### src/rtl/vout_capture_pkg.sv
// Shared defaults and the sample word type for the vout capture path.
package capture_pkg;

    localparam int V2KPARAM_DEF = 5;
    localparam int DEPTH_DEF    = 4;
    localparam int CNT_W_DEF    = 8;

    typedef logic [V2KPARAM_DEF:0] sample_t;

endpackage

### src/rtl/vout_capture_if.sv
// Valid/ready stream carrying captured vout samples to the next stage.
interface vout_capture_if #(
    parameter int WIDTH = capture_pkg::V2KPARAM_DEF + 1
);
    logic [WIDTH-1:0] out_data;
    logic             out_valid;
    logic             out_ready;

    modport master (output out_data, output out_valid, input out_ready);
    modport slave  (input out_data, input out_valid, output out_ready);
endinterface

### src/rtl/vout_capture_sync_fifo.sv
// Show-ahead synchronous FIFO with a registered head word; a push while full
// is still taken when a pop frees the head slot in the same cycle.
module sync_fifo #(
    parameter int WIDTH = 6,
    parameter int DEPTH = 4,
    localparam int PTR_W = $clog2(DEPTH)
) (
    input  logic             clk,
    input  logic             rst,
    input  logic             push,
    input  logic [WIDTH-1:0] din,
    input  logic             pop,
    output logic [WIDTH-1:0] dout,
    output logic             full,
    output logic             empty,
    output logic [PTR_W:0]   level
);

    logic [WIDTH-1:0] mem [DEPTH];
    logic [PTR_W-1:0] wr_ptr;
    logic [PTR_W-1:0] rd_ptr;
    logic [PTR_W-1:0] rd_ptr_next;
    logic [PTR_W:0]   level_next;
    logic [WIDTH-1:0] head_next;
    logic             do_push;
    logic             do_pop;

    assign empty   = (level == '0);
    assign full    = (level == (PTR_W + 1)'(DEPTH));
    assign do_pop  = pop & ~empty;
    assign do_push = push & (~full | do_pop);

    // The next head may be the word being written this very cycle, so it is
    // forwarded from din instead of waiting a cycle to read it back.
    always_comb begin
        rd_ptr_next = do_pop ? rd_ptr + 1'b1 : rd_ptr;
        level_next  = level;
        if (do_push && !do_pop) begin
            level_next = level + 1'b1;
        end else if (do_pop && !do_push) begin
            level_next = level - 1'b1;
        end
        head_next = (do_push && (wr_ptr == rd_ptr_next)) ? din : mem[rd_ptr_next];
    end

    always_ff @(posedge clk) begin
        if (do_push && !rst) begin
            mem[wr_ptr] <= din;
        end
    end

    always_ff @(posedge clk) begin
        if (rst) begin
            wr_ptr <= '0;
            rd_ptr <= '0;
            level  <= '0;
            dout   <= '0;
        end else begin
            if (do_push) begin
                wr_ptr <= wr_ptr + 1'b1;
            end
            rd_ptr <= rd_ptr_next;
            level  <= level_next;
            if (level_next != '0) begin
                dout <= head_next;
            end
        end
    end

endmodule

### src/rtl/vout_capture.sv
// Captures strobed vout samples into a FIFO, streams them out, counts accepted
// samples and flags any sample dropped because the FIFO was full.
module vout_capture
    import capture_pkg::*;
#(
    parameter int V2KPARAM = V2KPARAM_DEF,
    parameter int DEPTH    = DEPTH_DEF,
    parameter int CNT_W    = CNT_W_DEF
) (
    input  logic                   clk,
    input  logic                   rst,
    input  logic [V2KPARAM:0]      vout_i,
    input  logic                   sample_i,
    vout_capture_if.master         stream,
    output logic [$clog2(DEPTH):0] level,
    output logic                   overflow,
    input  logic                   clr_ovf,
    output logic [CNT_W-1:0]       sample_cnt
);

    logic             fifo_full;
    logic             fifo_empty;
    logic             pop;
    logic             drop;
    logic             accepted;
    logic [V2KPARAM:0] fifo_dout;

    assign pop      = stream.out_valid & stream.out_ready;
    assign drop     = sample_i & fifo_full & ~pop;
    assign accepted = sample_i & ~drop;

    assign stream.out_valid = ~fifo_empty;
    assign stream.out_data  = fifo_dout;

    sync_fifo #(
        .WIDTH (V2KPARAM + 1),
        .DEPTH (DEPTH)
    ) u_fifo (
        .clk   (clk),
        .rst   (rst),
        .push  (sample_i),
        .din   (vout_i),
        .pop   (stream.out_ready),
        .dout  (fifo_dout),
        .full  (fifo_full),
        .empty (fifo_empty),
        .level (level)
    );

    // A drop in the same cycle as a clear must leave the flag set.
    always_ff @(posedge clk) begin
        if (rst) begin
            overflow   <= 1'b0;
            sample_cnt <= '0;
        end else begin
            if (drop) begin
                overflow <= 1'b1;
            end else if (clr_ovf) begin
                overflow <= 1'b0;
            end
            if (accepted) begin
                sample_cnt <= sample_cnt + 1'b1;
            end
        end
    end

endmodule

### src/flat_wrapper.sv
// flat-port wrapper written by rule: the top's interface ports become plain ports
module vout_capture_flat import capture_pkg::*;
#(
    parameter int V2KPARAM = V2KPARAM_DEF,
    parameter int DEPTH    = DEPTH_DEF,
    parameter int CNT_W    = CNT_W_DEF
)
  (clk, rst, vout_i, sample_i, level, overflow, clr_ovf, sample_cnt, stream_out_data, stream_out_valid, stream_out_ready);
  vout_capture_if #(.WIDTH(6)) stream_i ();
  input  logic clk;
  input  logic rst;
  input  logic [V2KPARAM:0] vout_i;
  input  logic sample_i;
  output logic [$clog2(DEPTH):0] level;
  output logic overflow;
  input  logic clr_ovf;
  output logic [CNT_W-1:0] sample_cnt;
  output wire logic [$bits(stream_i.out_data)-1:0] stream_out_data;
  output wire logic [$bits(stream_i.out_valid)-1:0] stream_out_valid;
  input wire logic [$bits(stream_i.out_ready)-1:0] stream_out_ready;
  assign stream_out_data = stream_i.out_data;
  assign stream_out_valid = stream_i.out_valid;
  assign stream_i.out_ready = stream_out_ready;
  vout_capture #(.V2KPARAM(V2KPARAM), .DEPTH(DEPTH), .CNT_W(CNT_W)) u_core (.clk(clk), .rst(rst), .vout_i(vout_i), .sample_i(sample_i), .stream(stream_i), .level(level), .overflow(overflow), .clr_ovf(clr_ovf), .sample_cnt(sample_cnt));
endmodule
### config.mk
export PLATFORM = sky130hd
export DESIGN_NAME = vout_capture_flat
export DESIGN_NICKNAME = d
export VERILOG_FILES = /design/src/rtl/vout_capture_pkg.sv /design/src/rtl/vout_capture_if.sv /design/src/rtl/vout_capture_sync_fifo.sv /design/src/rtl/vout_capture.sv /design/src/flat_wrapper.sv
export SDC_FILE = /design/constraint.sdc
export NUM_CORES = 1
export LEC_CHECK = 0
export CAP_MARGIN = 10
export CORE_MARGIN = 8
export CORE_UTILIZATION = 55
export DETAILED_ROUTE_END_ITERATION = 10
export GPL_TIMING_DRIVEN = 1
export PLACE_DENSITY = 0.81
export SYNTH_ARGS = -nofsm -noshare
export SYNTH_HDL_FRONTEND = slang
export SYNTH_SLANG_ARGS = --single-unit
### constraint.sdc
create_clock -name clk -period 2.5 [get_ports clk]
set_clock_uncertainty 0.2 [all_clocks]
set_input_delay 0.625 -clock clk [delete_from_list [all_inputs] [get_ports clk]]
set_output_delay 0.625 -clock clk [all_outputs]
set_load 0.02 [all_outputs]
==> results of run 1 <==
-- final cells by class --
cell class	instances	area [um2]	share of cell area (%)
clock buffer	6	72.6	2.44
tap	50	62.6	2.10
inverter	10	37.5	1.26
timing repair buffer	60	522	17.6
sequential	46	1160	39.1
multi-input combinational	149	1080	36.3
clock inverter	2	37.5	1.26
-- flip-flops by register name, indices dropped and copies added, names as in the netlist --
| register | flops |
|---|---|
| u_core.u_fifo.rd_ptr | 2 |
| u_core.u_fifo.mem | 24 |
| u_core.u_fifo.wr_ptr | 2 |
| u_core.u_fifo.level | 3 |
| u_core.sample_cnt | 8 |
| u_core.overflow | 1 |
| u_core.u_fifo.dout | 6 |
-- kinds of logic (layout without fill, tap and decap cells) --
kind of cell,after synthesis,in the layout,share of synthesized area [%]
AND/OR/NAND/NOR,66,66,14.4
AO/OA/AOI/OAI,50,50,16.9
flip-flops,46,46,49.8
buffers and inverters,23,78,4.18
multiplexers,13,13,5.90
XOR/XNOR,11,11,4.13
adder cells (fa/ha/maj),9,9,4.72
-- per-layer routing --
layer	track usage, %	vias to the layer above
met3	4.08	9
met5	0	-
met4	6.43	0
met1	22.3	894
li1	-	917
met2	27.7	65
-- cell usage after synthesis, types with 7 or more instances --
master	instances	area, um2
a221oi_1	12	105
and2_1	7	43.8
dfxtp_1	22	440
mux2i_1	7	70.1
ha_1	8	100
nand2_1	18	67.6
nor3_1	7	35.0
clkbuf_1	8	30.0
edfxtp_1	24	721
nor2_1	14	52.6
a31oi_1	8	50.1
inv_1	9	33.8
-- cell usage in the layout, fill, tap and decap left out, types with 7 or more instances in the layout --
cell type	synthesis	routed
nor3_1	7	7
clkdlybuf4s50_1	0	28
nand2_1	18	17
ha_1	8	8
buf_4	2	31
inv_1	9	9
a31oi_1	8	8
a221oi_1	12	12
dfxtp_1	22	22
mux2i_1	7	7
nor2_1	14	14
edfxtp_1	24	24
and2_1	7	7
-- path summary, 6_finish.rpt --
path | startpoint | to | slack [ns] | cells after the start
max | stream_out_ready | u_core.u_fifo.dout[0]$_SDFFE_PP0P_ | 0.11 | 8
min | u_core.u_fifo.dout[5]$_SDFFE_PP0P_ | u_core.u_fifo.dout[5]$_SDFFE_PP0P_ | 0.28 | 1
max reg2reg | u_core.u_fifo.level[0]$_SDFF_PP0_ | u_core.u_fifo.dout[2]$_SDFFE_PP0P_ | 0.20 | 9
min reg2reg | u_core.u_fifo.dout[5]$_SDFFE_PP0P_ | u_core.u_fifo.dout[5]$_SDFFE_PP0P_ | 0.28 | 1
-- power by group --
part / internal (mW) / total [mW] / switching, mW / leakage (nW)
Sequential: 0.877 / 0.960 / 0.0835 / 0.398
Clock: 0.298 / 0.542 / 0.244 / 0.0514
Combinational: 0.536 / 1.16 / 0.626 / 0.632
-- worst max-delay path: stages --
cell             delay [ns]
clkdlybuf4s50_1        0.57
buf_4                  0.16
nor4bb_1               0.22
a21oi_1                0.07
o211ai_1               0.20
a31oi_1                0.08
or2_2                  0.34
o2bb2ai_1              0.15
-- through the flow --
step                power, mW  instances  utilization [%]
finish                   2.66        323             73.8
global route             2.80        323             73.8
CTS                      2.66        323             73.7
detailed placement       2.12        315             71.0
global placement         2.11        315             71.0
floorplan                1.70        218                -
-- repair_timing --
action	4_1_cts	5_1_grt
endpoints found under the setup margin	1	6
gates resized for setup	1	2
cloned	0	0
==> flow_summary_export.csv, run 1 <==
group,metric,value,unit
status,status,"completed",
setup_path,critPathLaunchType,"input pin",
timing,worstMarginPinSlew,0.566,ns
timing,min_period,2.39,ns
timing,hold_violations,0,
die,core,4030,um2
pwr,ir_drop,0.647,mV
min_path,hp-class,"flip-flop to flip-flop",
setup_path,critPathCaptureType,"flip-flop",
placement,dpl_cell_area,2860,um2
global_route,grt.overflow.total,0,
synthesis,synthArstFlopShare,0,%
timing,timing.final.ws_setup,0.112,ns
finish,antennaDiodeCount,0,
finish,drive_gt1_share,20.9,%
synthesis,avgSynthCellArea,10.7,um2
synthesis,synth-seq-area-share,49.8,%
detailed_routing,top_layer,"met4",
global_route,grt_max_degree,18,
clocking,cts_tree,"done",
die,rows,23,
finish,finalNetCount,291,
die,ios,30,
die,die_w,81.1,um
setup_path,required,2.53,ns
detailed_routing,wl_met2,2570,um
clocking,cts_setup_buffers,0,
global_route,grt_pass1_vias,1821,
detailed_routing,ant_nets,0,
detailed_routing,dr.pass1.iters,4,
die,start_util,57.9,%
timing,finalSetupTns,0,ns
detailed_routing,wl_met1,2430,um
synthesis,ys_seq_elements,46,
clocking,cts.sinks,46,
clocking,clock_path_buffers,2,
global_route,grt_first_pass_wirelength,8860,um
run,maxCapViolCount,0,
placement,gp_congestion,0.868,
timing,setup_viol,0,
detailed_routing,drc_errors,0,
timing,hold_ws,0.280,ns
timing,clock.fmax,0.419,GHz
timing,period_share,95.5,%
clocking,root_buffer,"clkbuf_8",
synthesis,netlist_area,2330,um2
setup_path,arrival,2.42,ns
placement,dp_hpwl,4010,um
clocking,clock_latency,0.30,ns
timing,slew_viol_final,0,
finish,fillerInstances,295,
die,die-area,6580,um2
synthesis,synth_ff_type,"edfxtp_1",
synthesis,synthCells,218,
synthesis,syn-num-nets,237,
detailed_routing,num_vias,1885,
detailed_routing,viasPerCell,5.84,
setup_path,setup.worst_path.class,"input pin to flip-flop",
placement,port_buffers,29,
finish,postLayoutCellArea,2970,um2
clocking,clkTransAtPathRegs,0.08,ns
global_route,track_usage,17.3,%
pwr,cellPowerDensity,896,nW/um2
finish,area_growth,27.4,%
synthesis,yosys_warnings,0,
synthesis,synth_cell_types,43,
die,die_y,81.1,um
clocking,holdBufCountCts,0,
setup_path,worstPathMaxFanout,6,
detailed_routing,drt_iter0_drc,234,
detailed_routing,wl_met3,334,um
detailed_routing,routed_wl,5430,um
clocking,cts_made_buffers,5,
timing,grt_setup_unrepaired,"false",
detailed_routing,post_drt_wl_per_cell,16.8,um
timing,slew_headroom,62.2,%
placement,dpl_worst_slack,-0.223,ns
clocking,cts.htree.levels,2,
synthesis,synth_edf_count,24,
pwr,leakage,1.08,nW
global_route,antenna_found_initial,0,
No activity file was read; power rests on OpenSTA's default activity.
==> run 2, diff against run 1 <==
--- a/config.mk
+++ b/config.mk
@@ -11,5 +11,5 @@
 export DETAILED_ROUTE_END_ITERATION = 10
 export GPL_TIMING_DRIVEN = 1
-export PLACE_DENSITY = 0.81
+export PLACE_DENSITY = 0.77
 export SYNTH_ARGS = -nofsm -noshare
 export SYNTH_HDL_FRONTEND = slang
==> constraint.sdc (replaced) <==
create_clock -name clk -period 2.5 [get_ports clk]
set_clock_uncertainty 0.2 [all_clocks]
set_input_delay 0.625 -clock clk [delete_from_list [all_inputs] [get_ports clk]]
set_output_delay 0.625 -clock clk [all_outputs]
set_load 0.05 [all_outputs]
==> run 2 against run 1 <==
Compared with the run above: clock power is 0.7% higher; worst hold slack worse by 0.0084 ns; count of clock-buffer cells in the layout stayed put; via count is 1.5% higher; setup slack worse by 0.059 ns; first-iteration DRC count is 7.7% lower; combinational power is 22% higher; die area stayed put; critical path type unchanged.
==> flow_summary_export.csv, run 2 (synthesized netlist as in run 1, its figures left out) <==
group,metric,value,unit
min_path,hp-class,"flip-flop to flip-flop",
setup_path,worst-path-buf-inv,4,
finish,antennaDiodeCount,0,
finish,reg.largest.list,"u_core.u_fifo.mem x24, u_core.sample_cnt x8, u_core.u_fifo.dout x6",
timing,slew_headroom,54.6,%
setup_path,critPathLaunchType,"input pin",
detailed_routing,drt_iter0_drc,216,
die,core,4030,um2
clocking,cts.htree.levels,2,
placement,dp_hpwl,4020,um
setup_path,cp_slowest_cell,"clkdlybuf4s50_1",
timing,finalSetupTns,0,ns
die,start_util,57.9,%
setup_path,setup.worst_path.class,"input pin to flip-flop",
placement,port_buffers,29,
global_route,grt.overflow.total,0,
detailed_routing,post_drt_wl_per_cell,17.6,um
detailed_routing,drc_errors,0,
detailed_routing,viasPerCell,5.81,
die,rows,23,
placement,gp_congestion,0.910,
status,status,"completed",
clocking,clock_path_buffers,2,
timing,hold_violations,0,
finish,final_common_cell,"buf_4",
setup_path,critPathCaptureType,"flip-flop",
timing,setup_viol,0,
detailed_routing,routed_wl,5790,um
setup_path,slowest_delay,0.57,ns
finish,largest_reg_flops,24,
clocking,clkTransAtPathRegs,0.09,ns
detailed_routing,num_vias,1913,
setup_path,required,2.53,ns
finish,top_register,"u_core.u_fifo.mem",
die,die-area,6580,um2
detailed_routing,dr.pass1.iters,5,
timing,clock.fmax,0.409,GHz
global_route,grt_max_degree,18,
clocking,cts_tree,"done",
setup_path,worstPathMaxFanout,7,
global_route,track_usage,17.9,%
finish,fin_util,76.3,%
clocking,cts.sinks,46,
timing,slew_viol_final,0,
timing,timing.final.ws_setup,0.0532,ns
timing,worstMarginPinSlew,0.680,ns
pwr,totalPowerFinal,2.94,mW
pwr,leakage,1.13,nW
die,die_y,81.1,um
finish,finalNetCount,297,
die,ios,30,
detailed_routing,ant_nets,0,
setup_path,cpMostUsedCell,"buf_4",
placement,dpl_worst_slack,-0.313,ns
setup_path,arrival,2.47,ns
finish,fillerInstances,271,
pwr,ir_drop,0.715,mV
global_route,grt_pass1_vias,1911,
timing,min_period,2.45,ns
finish,final_cell_mix,"buf_4, clkdlybuf4s50_1, edfxtp_1",
clocking,clock_latency,0.30,ns
pwr,cellPowerDensity,956,nW/um2
clocking,holdBufCountCts,0,
timing,period_share,97.9,%
clocking,root_buffer,"clkbuf_8",
setup_path,crit_family,"buffers and inverters",
global_route,antenna_found_initial,0,
run,maxCapViolCount,0,
finish,area_growth,31.7,%
timing,grt_setup_unrepaired,"true",
setup_path,worstPathCellList,"clkdlybuf4s50_1 > inv_2 > buf_4 > nor2_1 > buf_4 > a221oi_2 > o22ai_1 > mux2i_1 > o2bb2ai_1",
finish,drive_gt1_share,26.2,%
global_route,grt_first_pass_wirelength,9110,um
die,die_w,81.1,um
clocking,cts_made_buffers,5,
==> run 2: tightest hold or removal path: stages, from the launching register on <==
cell      delay, ns
dfxtp_1        0.32
nand2b_1       0.06
a21oi_1        0.05
==> run 2: report_power, final <==
part	switching (mW)	leakage (nW)	internal, mW
Sequential	0.101	0.399	0.880
Combinational	0.816	0.676	0.594
Clock	0.248	0.0514	0.298
==> run 2: worst paths after layout <==
| kind | slack (ns) | from | endpoint | cells after the start |
|---|---|---|---|---|
| setup reg to reg | 0.10 | u_core.u_fifo.level[0]$_SDFF_PP0_ | u_core.u_fifo.dout[2]$_SDFFE_PP0P_ | 10 |
| hold / removal | 0.27 | u_core.overflow$_SDFFE_PP0P_ | u_core.overflow$_SDFFE_PP0P_ | 2 |
| hold reg to reg | 0.27 | u_core.overflow$_SDFFE_PP0P_ | u_core.overflow$_SDFFE_PP0P_ | 2 |
| setup / recovery | 0.05 | stream_out_ready | u_core.u_fifo.dout[3]$_SDFFE_PP0P_ | 9 |
==> run 2: final cells by class <==
type                            count  area (um2)  share of cell area [%]
Clock buffer                        6        72.6                    2.36
Clock inverter                      2        37.5                    1.22
Inverter                           10        40.0                    1.30
Multi-Input combinational cell    149        1110                    36.1
Sequential cell                    46        1160                    37.9
Tap cell                           50        62.6                    2.04
Timing Repair Buffer               66         588                    19.1
==> run 2: repair_timing <==
action,in CTS,in global routing
buffers inserted,1,2
gates resized for setup,0,8
endpoints found under the setup margin,1,6
endpoints found under the hold margin,0,0
pin swaps,1,1
==> run 2: metal layers <==
layer  up-vias  global-route usage [%]  part of all wire [%]
met1       893                    23.1                    46
met4         0                    6.25                   1.0
met3         6                    3.75                   5.7
met2        81                    28.9                    47
met5         -                       0                     0
li1        933                       -                     -
==> run 2: metrics by stage <==
step           area [um2]  hold WS [ns]  cells
3_3_place_gp         2890         0.251    318
6_report             3070         0.272    329
5_1_grt              3070         0.289    329
2_1_floorplan        2340         0.287    218
4_1_cts              3020         0.278    327
3_5_place_dp         2890         0.251    318
